**config.mk**
```make
export PLATFORM = sky130hd
export DESIGN_NAME = card_sprite_render
export DESIGN_NICKNAME = d
export VERILOG_FILES = /design/src/rtl/card_sprite_render.sv
export SDC_FILE = /design/constraint.sdc
export NUM_CORES = 1
export LEC_CHECK = 0
export BUFFER_PORTS_ARGS = -buffer_cell sky130_fd_sc_hd__buf_2
export CORE_MARGIN = 2
export CORE_UTILIZATION = 56
export CTS_CLUSTER_SIZE = 8
export DETAILED_ROUTE_END_ITERATION = 8
export PLACE_DENSITY_LB_ADDON = 0.3
export SKIP_CTS_REPAIR_TIMING = 1
export SLEW_MARGIN = 25
export SYNTH_ARGS = -nofsm -noshare
export SYNTH_HDL_FRONTEND = slang
export SYNTH_SLANG_ARGS = --single-unit
```
**constraint.sdc**
```tcl
create_clock -name clock_i -period 4 [get_ports clock_i]
set_clock_uncertainty 0.15 [all_clocks]
set_input_delay 0 -clock clock_i [delete_from_list [all_inputs] [get_ports clock_i]]
set_output_delay 0 -clock clock_i [all_outputs]
set_load 0.02 [all_outputs]
```
**src/rtl/card_sprite_render.sv**
```systemverilog
// card_sprite_render: overlays a 16x32 card sprite, read from an external sync RAM, onto the VGA pixel stream.
// Ports: clock/reset, scan position + background in, double-buffered card position in, RAM read port, pixel out.
// Latency 3 clocks, 1 pixel/clock, no backpressure. Optional `CARD_MIRROR_EN adds mirror_i for horizontal flip.
module card_sprite_render #(
  parameter int                 CARD_W     = 16,
  parameter int                 CARD_H     = 32,
  parameter int                 ADDR_W     = 9,
  parameter int                 COLOR_W    = 3,
  parameter logic [COLOR_W-1:0] TRANSP_CLR = '0
) (
  input  logic               clock_i,
  input  logic               reset_n_i,
  input  logic               frame_start_i,
  input  logic               pixel_valid_i,
  input  logic [7:0]         pixel_x_i,
  input  logic [7:0]         pixel_y_i,
  input  logic [COLOR_W-1:0] bg_color_i,
  input  logic               pos_load_i,
  input  logic [7:0]         pos_x_i,
  input  logic [7:0]         pos_y_i,
  input  logic               show_i,
`ifdef CARD_MIRROR_EN
  input  logic               mirror_i,
`endif
  output logic               pos_pending_o,
  output logic               mem_re_o,
  output logic [ADDR_W-1:0]  mem_raddr_o,
  input  logic [COLOR_W-1:0] mem_rdata_i,
  output logic               pix_valid_o,
  output logic [COLOR_W-1:0] pix_color_o,
  output logic               card_hit_o
);

  localparam int COL_W = $clog2(CARD_W);
  localparam int ROW_W = ADDR_W - COL_W;
  localparam logic [8:0]       CARD_W9 = 9'(CARD_W);
  localparam logic [8:0]       CARD_H9 = 9'(CARD_H);
  localparam logic [COL_W-1:0] COL_MAX = COL_W'(CARD_W - 1);

  typedef enum logic {IDLE, PENDING} pos_state_e;

  pos_state_e         state_q;
  logic [7:0]         shd_x_q, shd_y_q, act_x_q, act_y_q;
  logic               shd_show_q, act_show_q;

  logic               s1_vld_q, s1_hit_q, s2_vld_q, s2_hit_q;
  logic [COLOR_W-1:0] s1_bg_q, s2_bg_q;
  logic               mem_re_q, pix_valid_q, card_hit_q;
  logic [ADDR_W-1:0]  mem_raddr_q;
  logic [COLOR_W-1:0] pix_color_q;

  // Stage 0: hit test against the active (frame-stable) position.
  // 9-bit differences keep the subtraction from wrapping, so a card near
  // the right/bottom edge is clipped rather than reappearing on the left/top.
  logic [8:0]        dx, dy;
  logic              hit_d;
  logic [COL_W-1:0]  col_d;
  logic [ADDR_W-1:0] raddr_d;

  assign dx = {1'b0, pixel_x_i} - {1'b0, act_x_q};
  assign dy = {1'b0, pixel_y_i} - {1'b0, act_y_q};

  assign hit_d = act_show_q & pixel_valid_i
               & (pixel_x_i >= act_x_q) & (dx < CARD_W9)
               & (pixel_y_i >= act_y_q) & (dy < CARD_H9);

`ifdef CARD_MIRROR_EN
  assign col_d = mirror_i ? (COL_MAX - dx[COL_W-1:0]) : dx[COL_W-1:0];
`else
  assign col_d = dx[COL_W-1:0];
`endif

  assign raddr_d = {dy[ROW_W-1:0], col_d};

  // Position double-buffer. A load coinciding with frame start bypasses
  // the shadow so the new position is live for the very next frame.
  always_ff @(posedge clock_i or negedge reset_n_i) begin
    if (!reset_n_i) begin
      state_q    <= IDLE;
      shd_x_q    <= '0;
      shd_y_q    <= '0;
      shd_show_q <= 1'b0;
      act_x_q    <= '0;
      act_y_q    <= '0;
      act_show_q <= 1'b0;
    end else begin
      if (pos_load_i && frame_start_i) begin
        act_x_q    <= pos_x_i;
        act_y_q    <= pos_y_i;
        act_show_q <= show_i;
        state_q    <= IDLE;
      end else if (pos_load_i) begin
        shd_x_q    <= pos_x_i;
        shd_y_q    <= pos_y_i;
        shd_show_q <= show_i;
        state_q    <= PENDING;
      end else if (frame_start_i && state_q == PENDING) begin
        act_x_q    <= shd_x_q;
        act_y_q    <= shd_y_q;
        act_show_q <= shd_show_q;
        state_q    <= IDLE;
      end
    end
  end

  assign pos_pending_o = (state_q == PENDING);

  // Stages 1..3. The RAM samples mem_raddr at the end of stage 1, so its
  // data lines up with the stage-2 registers and is merged into stage 3.
  always_ff @(posedge clock_i or negedge reset_n_i) begin
    if (!reset_n_i) begin
      s1_vld_q    <= 1'b0;
      s1_hit_q    <= 1'b0;
      s1_bg_q     <= '0;
      mem_re_q    <= 1'b0;
      mem_raddr_q <= '0;
      s2_vld_q    <= 1'b0;
      s2_hit_q    <= 1'b0;
      s2_bg_q     <= '0;
      pix_valid_q <= 1'b0;
      pix_color_q <= '0;
      card_hit_q  <= 1'b0;
    end else begin
      s1_vld_q <= pixel_valid_i;
      s1_hit_q <= hit_d;
      s1_bg_q  <= bg_color_i;
      mem_re_q <= hit_d;
      if (hit_d) mem_raddr_q <= raddr_d;

      s2_vld_q <= s1_vld_q;
      s2_hit_q <= s1_hit_q;
      s2_bg_q  <= s1_bg_q;

      pix_valid_q <= s2_vld_q;
      if (!s2_vld_q) begin
        pix_color_q <= '0;
        card_hit_q  <= 1'b0;
      end else if (s2_hit_q && mem_rdata_i != TRANSP_CLR) begin
        pix_color_q <= mem_rdata_i;
        card_hit_q  <= 1'b1;
      end else begin
        pix_color_q <= s2_bg_q;
        card_hit_q  <= 1'b0;
      end
    end
  end

  assign mem_re_o    = mem_re_q;
  assign mem_raddr_o = mem_raddr_q;
  assign pix_valid_o = pix_valid_q;
  assign pix_color_o = pix_color_q;
  assign card_hit_o  = card_hit_q;

endmodule

```
==> results.cfg, run 1 <==
[outcome]
outcome = finished with violations
violations = hold timing

[critical_path]
crit_required_ns = 4.06
reg2reg_depth = 8
timing.rr.start = act_y_q[5]$_DFFE_PN0P_
crit_family = simple AND/OR/NAND/NOR gates
cpMaxStageDelayCell = or3_1
cp.arrival_ns = 3.27
cp_slowest_stage_delay_ns = 0.51
crit_buf_inv = 1
crit_path_end_kind = register
cp_max_fo = 12
ff2ff_setup_slack_ns = 0.79
r2r-end = mem_raddr_o[4]$_DFFE_PN0P_
worst_setup_path_start_kind = register
path_cells = inv_1, ha_1, nor2b_1, a221o_1, a2111oi_0, nand4b_1, or3_1, a2111o_1
worst-setup-path-type = register to register

[clock_tree]
clock_latency_ns = 0.34
cts_inserted_buffers = 9
clkTransAtPathRegs_ns = 0.06
h-tree-depth = 3
cts_sinks = 59
ctsLongestPathBuffers = 2
cts_tree = built
cts_root_buf = clkbuf_8

[synthesis]
postSynth.asyncResetShare_pct = 100
synth_top_area_cell = dfrtp_1
ys_ff_latch = 59
synth_common_cells = dfrtp_1 (59), nand2_1 (38), inv_1 (25)
netlist_area_um2 = 3260
synth_cells = 316
yosys_most_used_dff = dfrtp_1
ys_seq_area_share_pct = 45.3
ys_top_cells_by_area = dfrtp_1 (45%), ha_1 (6.1%), mux2_2 (5.9%)
synth.most_common_cell = dfrtp_1
ys_warn_count = 0
synth_edf_count = 0
syn-mean-instance-area_um2 = 10.3
synthDistinctLibCells = 47
syn_nets = 378
yosys.area.top_type_share_pct = 45.3

[job]
drv_cap = 0

[floorplanning]
fp.dieH_um = 80.2
row_count = 27
coreArea_um2 = 5570
start_util_pct = 58.4
die_w_um = 80.2
die_area_um2 = 6440
io_pins = 60

[pwr]
power_density_nw_per_um2 = 416
power_switching_uw = 484
intPower_uw = 1210
pwr-share-seq_pct = 40.9
power_uw = 1700
clkPwrFrac_pct = 33.5
ir_drop_mv = 0.285
leakage_uw = 0.00197
switching_share_pct = 28.5
pwr-share-comb_pct = 25.6

[grt]
grt_usage_pct = 22.4
grt_pass1_vias = 2574
grt_max_degree = 60
overflow = 0
antenna_found_initial = 0
grt_pass1_wl_um = 11200

[routing]
drt-pass1-iter-count = 4
wl_per_cell_um = 14.3
drt_iter0_drc = 96
drc = 0
via_count = 2686
ant_nets = 0
totalWireLength_um = 6780
viasPerCell = 5.67

[placed_design]
dp_hpwl_um = 4800
gp_congestion = 0.880
io_buffers = 59

[final_layout]
area_delta_synth_final_pct = 25.2
final_core_util_pct = 73.2
nNetsFinal = 460
layout-drive-gt1-share_pct = 25.4
diodes = 0

[sta]
fmax_mhz = 312
max-slew-margin-rel_pct = 37.8
post-route-period-util_pct = 80.2
whs_ns = -0.0232
layout_min_cycle_time_ns = 3.21
tightestPinTransition_ns = 0.908
rsz0062_at_grt = false
slew_viol_final = 0
fin_tns_setup_ns = 0
report.final.hold_viol_count = 1
setup_viol = 0

[worst_hold_path]
hp-class = primary input to register
holdPathEnd = mem_raddr_o[1]$_DFFE_PN0P_
min_path_cells = 4
min_from = pixel_x_i[1]
==> cell type report <==
| class | count | area, um2 |
|---|---|---|
| Timing Repair Buffer | 88 | 581 |
| Clock inverter | 1 | 30.0 |
| Clock buffer | 14 | 183 |
| Inverter | 25 | 93.8 |
| Sequential cell | 59 | 1480 |
| Fill cell | 410 | 1500 |
| Tap cell | 72 | 90.1 |
| Multi-Input combinational cell | 215 | 1620 |
==> power groups by stage <==
stage          sequential (uW)  combinational, uW  clock [uW]
2_1_floorplan              695                311           0
3_3_place_gp               699                400           0
3_5_place_dp               704                412           0
4_1_cts                    693                416         580
5_1_grt                    701                488         605
6_report                   694                435         568
==> routing by layer <==
metal	track usage [%]	vias to the layer above	part of all wire [%]
met3	4.72	15	4.5
li1	-	1307	-
met5	0	-	0
met2	37.3	76	50
met4	9.32	0	1.9
met1	28.5	1288	44
==> cells in the final DEF (no fill, tap or decap), types with 5 or more instances in the layout <==
cell type      instances
nor2b_1                8
o21ai_0               12
mux2_2                17
clkbuf_8              13
inv_1                 25
nand2_1               38
a22o_1                20
buf_2                 59
nor4_1                 7
a21oi_1                5
dfrtp_1               59
nor2_1                10
ha_1                  16
dlygate4sd3_1         27
nand3b_1              18
o41ai_1                5
==> worst max path at each step <==
stage                                 startpoint                         end  slack, ns  cells past startpoint
after floorplan           act_y_q[0]$_DFFE_PN0P_  mem_raddr_o[0]$_DFFE_PN0P_       1.09                      8
after global placement    act_y_q[5]$_DFFE_PN0P_  mem_raddr_o[0]$_DFFE_PN0P_       0.93                      8
after detailed placement  act_y_q[5]$_DFFE_PN0P_  mem_raddr_o[4]$_DFFE_PN0P_       0.78                      8
after CTS                 act_y_q[5]$_DFFE_PN0P_  mem_raddr_o[4]$_DFFE_PN0P_       0.77                      8
after global routing      act_y_q[5]$_DFFE_PN0P_  mem_raddr_o[0]$_DFFE_PN0P_       0.56                      8
final                     act_y_q[5]$_DFFE_PN0P_  mem_raddr_o[4]$_DFFE_PN0P_       0.79                      8
==> tightest hold or removal path: stages <==
cell and delay, ns:
buf_2 0.11, inv_1 0.07, fa_1 0.16, o22ai_1 0.08
==> state kept, by name (all words and copies together), names as in the netlist <==
| name | flops |
|---|---|
| act_show_q | 1 |
| act_x_q | 8 |
| act_y_q | 8 |
| card_hit_o | 1 |
| mem_raddr_o | 9 |
| mem_re_o | 1 |
| pix_color_o | 3 |
| pix_valid_o | 1 |
| pos_pending_o | 1 |
| s1_bg_q | 3 |
| s1_vld_q | 1 |
| s2_bg_q | 3 |
| s2_hit_q | 1 |
| s2_vld_q | 1 |
| shd_show_q | 1 |
| shd_x_q | 8 |
| shd_y_q | 8 |
==> through the flow <==
step / instances / cell area (um2) / setup slack, ns
6_report: 474 / 4080 / 0.792
5_1_grt: 474 / 4080 / 0.555
4_1_cts: 447 / 3810 / 0.771
3_5_place_dp: 432 / 3590 / 0.781
3_3_place_gp: 432 / 3590 / 0.929
2_1_floorplan: 316 / 3260 / 1.09
==> cells by family (layout without fill, tap and decap cells) <==
family	count (synthesis)	in the layout	share of synthesized area (%)
compound gates	71	71	16.7
flops	59	59	45.3
xor+xnor	4	4	1.08
mux	21	21	7.11
simple gates	101	101	17.5
fa+ha+maj	18	18	7.38
buf+inv	42	128	4.88
(Power assumes the default switching activity.)
==> inputs of run 2 (changes only) <==
==> constraint.sdc (replaced) <==
create_clock -name clock_i -period 3.2 [get_ports clock_i]
set_clock_uncertainty 0.15 [all_clocks]
set_input_delay 0 -clock clock_i [delete_from_list [all_inputs] [get_ports clock_i]]
set_output_delay 0 -clock clock_i [all_outputs]
set_load 0.02 [all_outputs]
==> run 2 against run 1 <==
The run still ends with hold timing left. Worst setup slack worse by 0.65 ns. Power up 24%. Flip-flop and latch count unchanged. Non-clock buffer count up 4. Critical path type unchanged. Largest power group unchanged.
==> results.cfg, run 2 (synthesized netlist as in run 1, its figures left out) <==
[job]
drv_cap = 0

[routing]
wl_per_cell_um = 14.7
totalWireLength_um = 7020
via_count = 2631
viasPerCell = 5.49
drt_iter0_drc = 116
drc = 0
drt-pass1-iter-count = 4
ant_nets = 0

[critical_path]
worst_setup_path_start_kind = register
crit_buf_inv = 0
crit_required_ns = 3.27
timing.rr.start = act_y_q[0]$_DFFE_PN0P_
crit_start = act_y_q[0]$_DFFE_PN0P_
cp_max_fo = 3
worst-setup-path-type = register to register
crit_family = simple AND/OR/NAND/NOR gates
crit_path_end_kind = register
cp.arrival_ns = 3.12
path_cells = ha_1, fa_1, nand2b_1, a21oi_1, o32ai_1, or4_4, or3_1, a2111o_1
cp_slowest_stage_delay_ns = 0.43
cpMaxStageDelayCell = or4_4

[pwr]
ir_drop_mv = 0.378
power_uw = 2100
leakage_uw = 0.00198
power_density_nw_per_um2 = 512

[placed_design]
gp_congestion = 0.848
dpl.cell_count = 436
dp_hpwl_um = 4800
io_buffers = 59
place_area_um2 = 3620

[clock_tree]
clock_latency_ns = 0.34
cts_inserted_buffers = 9
cts_sinks = 59
h-tree-depth = 3
cts_root_buf = clkbuf_8
clkTransAtPathRegs_ns = 0.07
cts_tree = built
ctsLongestPathBuffers = 2

[outcome]
outcome = finished with violations
violations = hold timing

[sta]
report.final.hold_viol_count = 2
fin_tns_setup_ns = 0
slew_viol_final = 0
whs_ns = -0.0135
rsz0062_at_grt = false
max-slew-margin-rel_pct = 36.3
post-route-period-util_pct = 95.5
tightestPinTransition_ns = 0.929
fmax_mhz = 327
setup_viol = 0
layout_min_cycle_time_ns = 3.05

[floorplanning]
start_util_pct = 58.4
fp.dieH_um = 80.2
io_pins = 60
row_count = 27
die_w_um = 80.2
die_area_um2 = 6440
coreArea_um2 = 5570

[final_layout]
final_area_um2 = 4100
area_delta_synth_final_pct = 25.8
layout_common_cells = dfrtp_1 (59), buf_2 (59), nand2_1 (38), dlygate4sd3_1 (27), inv_1 (25)
layout-drive-gt1-share_pct = 26.5
diodes = 0
nNetsFinal = 464
largest_reg_flops = 9
stdcell_count = 479

[grt]
grt_max_degree = 37
grt_pass1_wl_um = 11100
grt_usage_pct = 22.6
grt_pass1_vias = 2409
use_met3_pct = 7.75
antenna_found_initial = 0
grt_use_met2_pct = 36.3
use_met1_pct = 28.7
overflow = 0
grt-busiest-layer = met2

[worst_hold_path]
min_from = pixel_x_i[1]
hp-class = primary input to register
## run 2: cell count changes in the layout (fill, tap and decap cells not counted), sizes merged
cell      delta
buf          +4
clkbuf       -3
clkinv       +3
clkinvlp     +1
## run 2: cell type report
cell class	instances	area [um2]
multi-input combinational	215	1630
fill	398	1480
sequential	59	1480
timing repair buffer	92	611
clock buffer	11	141
inverter	25	93.8
tap	72	90.1
clock inverter	5	52.6
## run 2: layer usage
layer	routed length, um	share of wire [%]
met1	3060	43
met2	3500	50
met3	328	4.7
met4	138	2.0
met5	0	0
## run 2: where the power goes
| group | internal [uW] | total [uW] | switching [uW] |
|---|---|---|---|
| registers | 820 | 866 | 46.6 |
| clock network | 376 | 666 | 290 |
| logic | 269 | 566 | 297 |
## run 2: worst paths after layout
check                                        endpoint  slack [ns]  depth (start not counted)
max in group asynchronous      shd_y_q[6]$_DFFE_PN0P_        2.04                          3
min                        mem_raddr_o[1]$_DFFE_PN0P_       -0.01                          4
min in group asynchronous        s1_bg_q[0]$_DFF_PN0_        0.02                          2
min reg2reg                      s2_bg_q[1]$_DFF_PN0_        0.20                          0
max reg2reg                mem_raddr_o[0]$_DFFE_PN0P_        0.15                          8
max                        mem_raddr_o[0]$_DFFE_PN0P_        0.15                          8
## run 2: through the flow
step / hold WS [ns] / setup WS [ns] / util [%]
floorplan: -0.446 / 0.295 / -
global placement: -0.153 / 0.193 / 65.0
detailed placement: -0.147 / 0.0882 / 65.0
CTS: -0.518 / 0.0795 / 68.4
global route: 0.0138 / 0.0331 / 73.5
finish: -0.0135 / 0.145 / 73.5
## run 2: worst register-to-register path: stages (launching register included)
cell and delay [ns]:
dfrtp_1 0.38, ha_1 0.23, fa_1 0.40, nand2b_1 0.18
a21oi_1 0.23, o32ai_1 0.13, or4_4 0.43, or3_1 0.36
a2111o_1 0.43
